[src/rtl/fifo_pkg.sv]
// Shared definitions for the synchronous FIFO and its read-side burst controller.
package fifo_pkg;

  localparam int FIFO_DEPTH = 8;
  localparam int CNT_W      = $clog2(FIFO_DEPTH) + 1;
  localparam int ADDR_W     = $clog2(FIFO_DEPTH);

  typedef enum logic [1:0] {
    IDLE,
    READ,
    DRAIN
  } state_t;

endpackage

[src/rtl/fifo_out_skid.sv]
// Two-entry output buffer of {last, data} beats sitting between the FIFO read port
// and the consumer stream; head entry is presented directly from registers.
module fifo_out_skid #(
  parameter int WIDTH = 8
) (
  input  logic             clk,
  input  logic             reset,
  input  logic             i_push,
  input  logic [WIDTH-1:0] i_push_data,
  input  logic             i_push_last,
  input  logic             i_pop,
  output logic [1:0]       o_occ,
  output logic [WIDTH-1:0] o_head_data,
  output logic             o_head_last
);

  logic [1:0]       r_occ;
  logic [WIDTH-1:0] r_headData;
  logic             r_headLast;
  logic [WIDTH-1:0] r_tailData;
  logic             r_tailLast;

  // Push goes to the head when it is (or is about to be) free, otherwise to the tail.
  always_ff @(posedge clk) begin
    if (reset) begin
      r_occ      <= 2'd0;
      r_headData <= '0;
      r_headLast <= 1'b0;
      r_tailData <= '0;
      r_tailLast <= 1'b0;
    end else begin
      case ({i_push, i_pop})
        2'b10: begin
          if (r_occ == 2'd0) begin
            r_headData <= i_push_data;
            r_headLast <= i_push_last;
          end else begin
            r_tailData <= i_push_data;
            r_tailLast <= i_push_last;
          end
          r_occ <= r_occ + 2'd1;
        end
        2'b01: begin
          if (r_occ == 2'd2) begin
            r_headData <= r_tailData;
            r_headLast <= r_tailLast;
          end
          r_occ <= r_occ - 2'd1;
        end
        2'b11: begin
          if (r_occ == 2'd1) begin
            r_headData <= i_push_data;
            r_headLast <= i_push_last;
          end else begin
            r_headData <= r_tailData;
            r_headLast <= r_tailLast;
            r_tailData <= i_push_data;
            r_tailLast <= i_push_last;
          end
        end
        default: begin
        end
      endcase
    end
  end

  assign o_occ       = r_occ;
  assign o_head_data = r_headData;
  assign o_head_last = r_headLast;

endmodule

[src/rtl/fifo_burst_reader.sv]
// Read-side burst controller: waits for a full burst (or a flush), pops it through the
// FIFO's one-cycle-latency read port and streams it out with a last-beat marker.
module fifo_burst_reader
  import fifo_pkg::*;
#(
  parameter int WIDTH = 8,
  parameter int DEPTH = FIFO_DEPTH,
  parameter int BURST = 4
) (
  input  logic                       clk,
  input  logic                       reset,
  input  logic                       i_fifo_empty,
  input  logic [$clog2(DEPTH):0]     i_data_count,
  input  logic [WIDTH-1:0]           i_fifo_rdData,
  output logic                       o_fifo_rdEn,
  input  logic                       i_flush,
  output logic                       o_out_valid,
  input  logic                       i_out_ready,
  output logic [WIDTH-1:0]           o_out_data,
  output logic                       o_out_last,
  output logic                       o_busy
);

  localparam int CW = $clog2(DEPTH) + 1;
  localparam logic [CW-1:0] BURST_C = CW'(BURST);

  state_t        r_state;
  state_t        w_stateNext;
  logic [CW-1:0] r_len;
  logic [CW-1:0] r_issued;
  logic [CW-1:0] r_delivered;
  logic          r_inflight;
  logic          r_inflightLast;

  logic [1:0]    w_occ;
  logic [2:0]    w_level;
  logic          w_pop;
  logic          w_start;
  logic          w_rdEn;
  logic          w_lastIssue;
  logic          w_lastPop;

  assign w_pop       = o_out_valid && i_out_ready;
  assign w_start     = (i_data_count >= BURST_C) || (i_flush && !i_fifo_empty);
  assign w_level     = {1'b0, w_occ} + {2'b00, r_inflight} - {2'b00, w_pop};
  assign w_rdEn      = (r_state == READ) && (r_issued < r_len) && !i_fifo_empty
                       && (w_level < 3'd2);
  assign w_lastIssue = (r_issued == r_len - CW'(1));
  assign w_lastPop   = w_pop && (r_delivered == r_len - CW'(1));

  always_comb begin
    w_stateNext = r_state;
    case (r_state)
      IDLE:    if (w_start) w_stateNext = READ;
      READ:    if (w_rdEn && w_lastIssue) w_stateNext = DRAIN;
      DRAIN:   if (w_lastPop) w_stateNext = IDLE;
      default: w_stateNext = IDLE;
    endcase
  end

  // Burst length is frozen at start; a short burst only happens on flush.
  always_ff @(posedge clk) begin
    if (reset) begin
      r_state        <= IDLE;
      r_len          <= '0;
      r_issued       <= '0;
      r_delivered    <= '0;
      r_inflight     <= 1'b0;
      r_inflightLast <= 1'b0;
    end else begin
      r_state    <= w_stateNext;
      r_inflight <= w_rdEn;
      if (w_rdEn) r_inflightLast <= w_lastIssue;
      if (r_state == IDLE && w_start) begin
        r_len       <= (i_data_count >= BURST_C) ? BURST_C : i_data_count;
        r_issued    <= '0;
        r_delivered <= '0;
      end else begin
        if (w_rdEn) r_issued    <= r_issued + CW'(1);
        if (w_pop)  r_delivered <= r_delivered + CW'(1);
      end
    end
  end

  fifo_out_skid #(.WIDTH(WIDTH)) u_skid (
    .clk         (clk),
    .reset       (reset),
    .i_push      (r_inflight),
    .i_push_data (i_fifo_rdData),
    .i_push_last (r_inflightLast),
    .i_pop       (w_pop),
    .o_occ       (w_occ),
    .o_head_data (o_out_data),
    .o_head_last (o_out_last)
  );

  assign o_fifo_rdEn = w_rdEn;
  assign o_out_valid = (w_occ != 2'd0);
  assign o_busy      = (r_state != IDLE);

endmodule

[config.mk]
export PLATFORM = sky130hd
export DESIGN_NAME = fifo_burst_reader
export DESIGN_NICKNAME = d
export VERILOG_FILES = /design/src/rtl/fifo_pkg.sv /design/src/rtl/fifo_out_skid.sv /design/src/rtl/fifo_burst_reader.sv
export SDC_FILE = /design/constraint.sdc
export NUM_CORES = 1
export LEC_CHECK = 0
export BUFFER_PORTS_ARGS = -buffer_cell sky130_fd_sc_hd__buf_2
export CAP_MARGIN = 20
export CORE_MARGIN = 4
export CORE_UTILIZATION = 33
export DETAILED_ROUTE_END_ITERATION = 8
export PLACE_DENSITY = 0.59
export SYNTH_ARGS = -nofsm -noshare
export SYNTH_HDL_FRONTEND = slang
export SYNTH_HIERARCHICAL = 1
export SYNTH_SLANG_ARGS = --single-unit
[constraint.sdc]
create_clock -name clk -period 3.3 [get_ports clk]
set_clock_uncertainty 0.1 [all_clocks]
set_input_delay 0.33 -clock clk [delete_from_list [all_inputs] [get_ports clk]]
set_output_delay 0.33 -clock clk [all_outputs]
set_load 0.02 [all_outputs]
==> out/summary.txt <==
Outcome - completed
# nets final - 289
CP required - 2870 ps
Final wirelength - 4560 um
Yosys reg bits - 36
Starting Density - 35.0%
Final ANT Viol Nets - 0
Layout area overhead - 12.7%
Wirelength per Cell - 13.8 um
Fill cells - 606
Final setup violation count - 0
PostCTS Resize Cnt - 0
Core area - 6060 um^2
Yosys top cell area share - 34.0%
Post-synth ARST share - 0%
CTS Buf Count - 5
Worst skew pair latency - 290 ps
Number of post-CTS setup repair buffers - 0
Vias in the first global route - 1,647
Hold Fails Final Rpt - 0
Fin crit period - 2650 ps
Pwr Density - 610 nW/um^2
Total track usage - 12.2%
Clk slew on worst S/H paths - 80 ps
Via density - 5.24
Tightest Pin Transition - 565 ps
Root Driver - clkbuf_8
Clk sink count - 36
Max-Cap Viols - 0
HPWL after detailed placement - 3440 um
Critical path fanouts, max - 9
Top cells by area, synth - dfxtp_1 34%, ha_1 9.5%, o21ai_0 7.6%, a21oi_1 3.8%, o211ai_1 3.2%
Slew HR - 62.4%
P_leak - 0.894 nW
Max Clk Rate - 378 MHz
IO buf count - 28
Placer Congestion - 0.835
Largest net degree at the start of global routing - 29
Final period utilization - 80.2%
Arrival time worst endpoint - 2220 ps
Clock share of power - 27.0%
RSZ-0062 raised after global routing - no
Post-synth net total - 266
Share of cells above drive strength 1 - 20.3%
Sw frac - 36.2%
Synth Cell Area - 2120 um^2
Max Slew Vio Count - 0
Synth Flop Type - dfxtp_1
DRC errors left - 0
Core Util, Final - 39.4%
Cell-internal power - 930 uW
DIE WIDTH - 88.1 um
Initial DRC count - 104
I/O pins - 29
Global route total overflow - 0
Htree depth - 2
HP Class - in2reg
Clock Tree Buf Depth - 2
CTS tree - built
Mean post-synth cell area - 9.13 um^2
Combinational power share - 36.1%
DR pass1 iterations - 4
Setup Total Neg Slack - 0 ps
Post-synth EDFFs - 0
Net switching power of the design - 527 uW
Library cells used by synthesis - 49
Seq/Total Area, Yosys - 34.0%
Sequential Power Share - 36.9%
Setup crit start kind - flop
Yosys top cell by area - dfxtp_1
First-pass GRT wire length - 7480 um
Row count - 28
Worst Setup End Kind - output pin
Die area - 7770 um^2
Hold buffers post-CTS - 0
Via count - 1,734
# diodes - 0
Post-synthesis cell count - 232
Critical path class - reg2out
Die height - 88.1 um
Antenna violations before repair - 0
VDD IR-drop max - 267 uV
Yosys Warn Count - 6
[cells in the mapped netlist (3+ instances only)]
master	n
xor2_1	4
nor2_1	14
nand2b_1	5
a31oi_1	9
o21ai_0	32
nand3_1	4
o211ai_1	9
inv_1	11
clkbuf_1	5
nor3_1	3
nor2b_1	6
dfxtp_1	36
a311oi_1	7
ha_1	16
buf_6	3
nand2_1	4
a21oi_1	16
xnor2_1	6
[metrics by stage]
step,setup slack [ps],total power [mW],hold slack (ps),std cells,area [um^2]
6_report,653,1.46,241,331,2390
5_1_grt,442,1.56,237,331,2390
4_1_cts,606,1.48,233,331,2390
3_5_place_dp,809,1.08,366,323,2280
3_3_place_gp,874,1.08,365,323,2280
2_1_floorplan,1010,0.965,350,232,2120
[final cells by class]
| type | count | area (um^2) | area share (%) |
|---|---|---|---|
| Multi-Input combinational cell | 172 | 1280 | 53.5 |
| Inverter | 12 | 45.0 | 1.89 |
| Sequential cell | 36 | 721 | 30.2 |
| Timing Repair Buffer | 28 | 140 | 5.87 |
| Clock buffer | 5 | 68.8 | 2.88 |
| Tap cell | 75 | 93.8 | 3.93 |
| Clock inverter | 3 | 42.5 | 1.78 |
[cell families (layout without fill, tap and decap cells)]
logic type,Yosys count,in the layout,synth area share [%]
compound gates,86,86,25.8
simple gates,53,53,15.2
mux,3,3,1.54
flops,36,36,34.0
fa+ha+maj,17,17,10.4
xor+xnor,13,13,7.38
buf+inv,24,48,5.73
[path summary, 6_finish.rpt]
path	slack, ps	endpoint	startpoint	cells past startpoint
worst min-delay path	240	u_skid/r_tailData[7]$_SDFFE_PP0P_	i_fifo_rdData[7]	3
worst max register to register	840	r_issued[3]$_SDFFE_PP0P_	u_skid/o_occ[1]$_SDFFE_PP0P_	7
worst max-delay path	650	o_fifo_rdEn	u_skid/o_occ[1]$_SDFFE_PP0P_	7
worst min register to register	380	u_skid/r_tailData[7]$_SDFFE_PP0P_	u_skid/r_tailData[7]$_SDFFE_PP0P_	2
[power groups by stage]
stage | sequential (mW) | combinational, mW | clock [mW]
final | 0.537 | 0.526 | 0.393
after CTS | 0.539 | 0.534 | 0.405
after global placement | 0.548 | 0.530 | 0
after floorplan | 0.594 | 0.371 | 0
after global routing | 0.549 | 0.590 | 0.424
after detailed placement | 0.549 | 0.531 | 0
[placed cells by master, fill, tap and decap left out, drive strengths merged, types with 3 or more instances in the layout]
cell type	synthesis	layout
clkbuf	5	5
a21oi	17	17
a311oi	9	9
nand3	5	5
nor2	15	15
nor2b	6	6
inv	11	11
nand2	4	4
o21ai	32	32
nor3	3	3
dfxtp	36	36
o211ai	9	9
xnor2	6	6
buf	7	28
xor2	4	4
ha	16	16
nand2b	5	5
a31oi	9	9
[worst max-delay path: stages (launching register included)]
cell,delay [ps]
dfxtp_1,480
and3b_1,240
o21ai_0,120
fa_1,390
xnor2_1,210
nand3_2,200
nor2_1,120
buf_2,170
[sequential cells by signal (all words and copies together), names as in the netlist]
| name | count |
|---|---|
| u_skid/o_head_data | 8 |
| r_state | 2 |
| r_issued | 4 |
| u_skid/o_head_last | 1 |
| r_delivered | 4 |
| u_skid/r_tailLast | 1 |
| u_skid/r_tailData | 8 |
| r_inflightLast | 1 |
| r_len | 4 |
| r_inflight | 1 |
| u_skid/o_occ | 2 |
[routing by layer]
metal / wire length [um] / vias up / track usage [%]
met5: 0 / - / 0
met4: 40 / 0 / 4.26
met3: 267 / 4 / 2.92
met2: 2070 / 44 / 19.9
met1: 2190 / 796 / 15.7
li1: - / 890 / -
No activity file was read; power rests on OpenSTA's default activity.
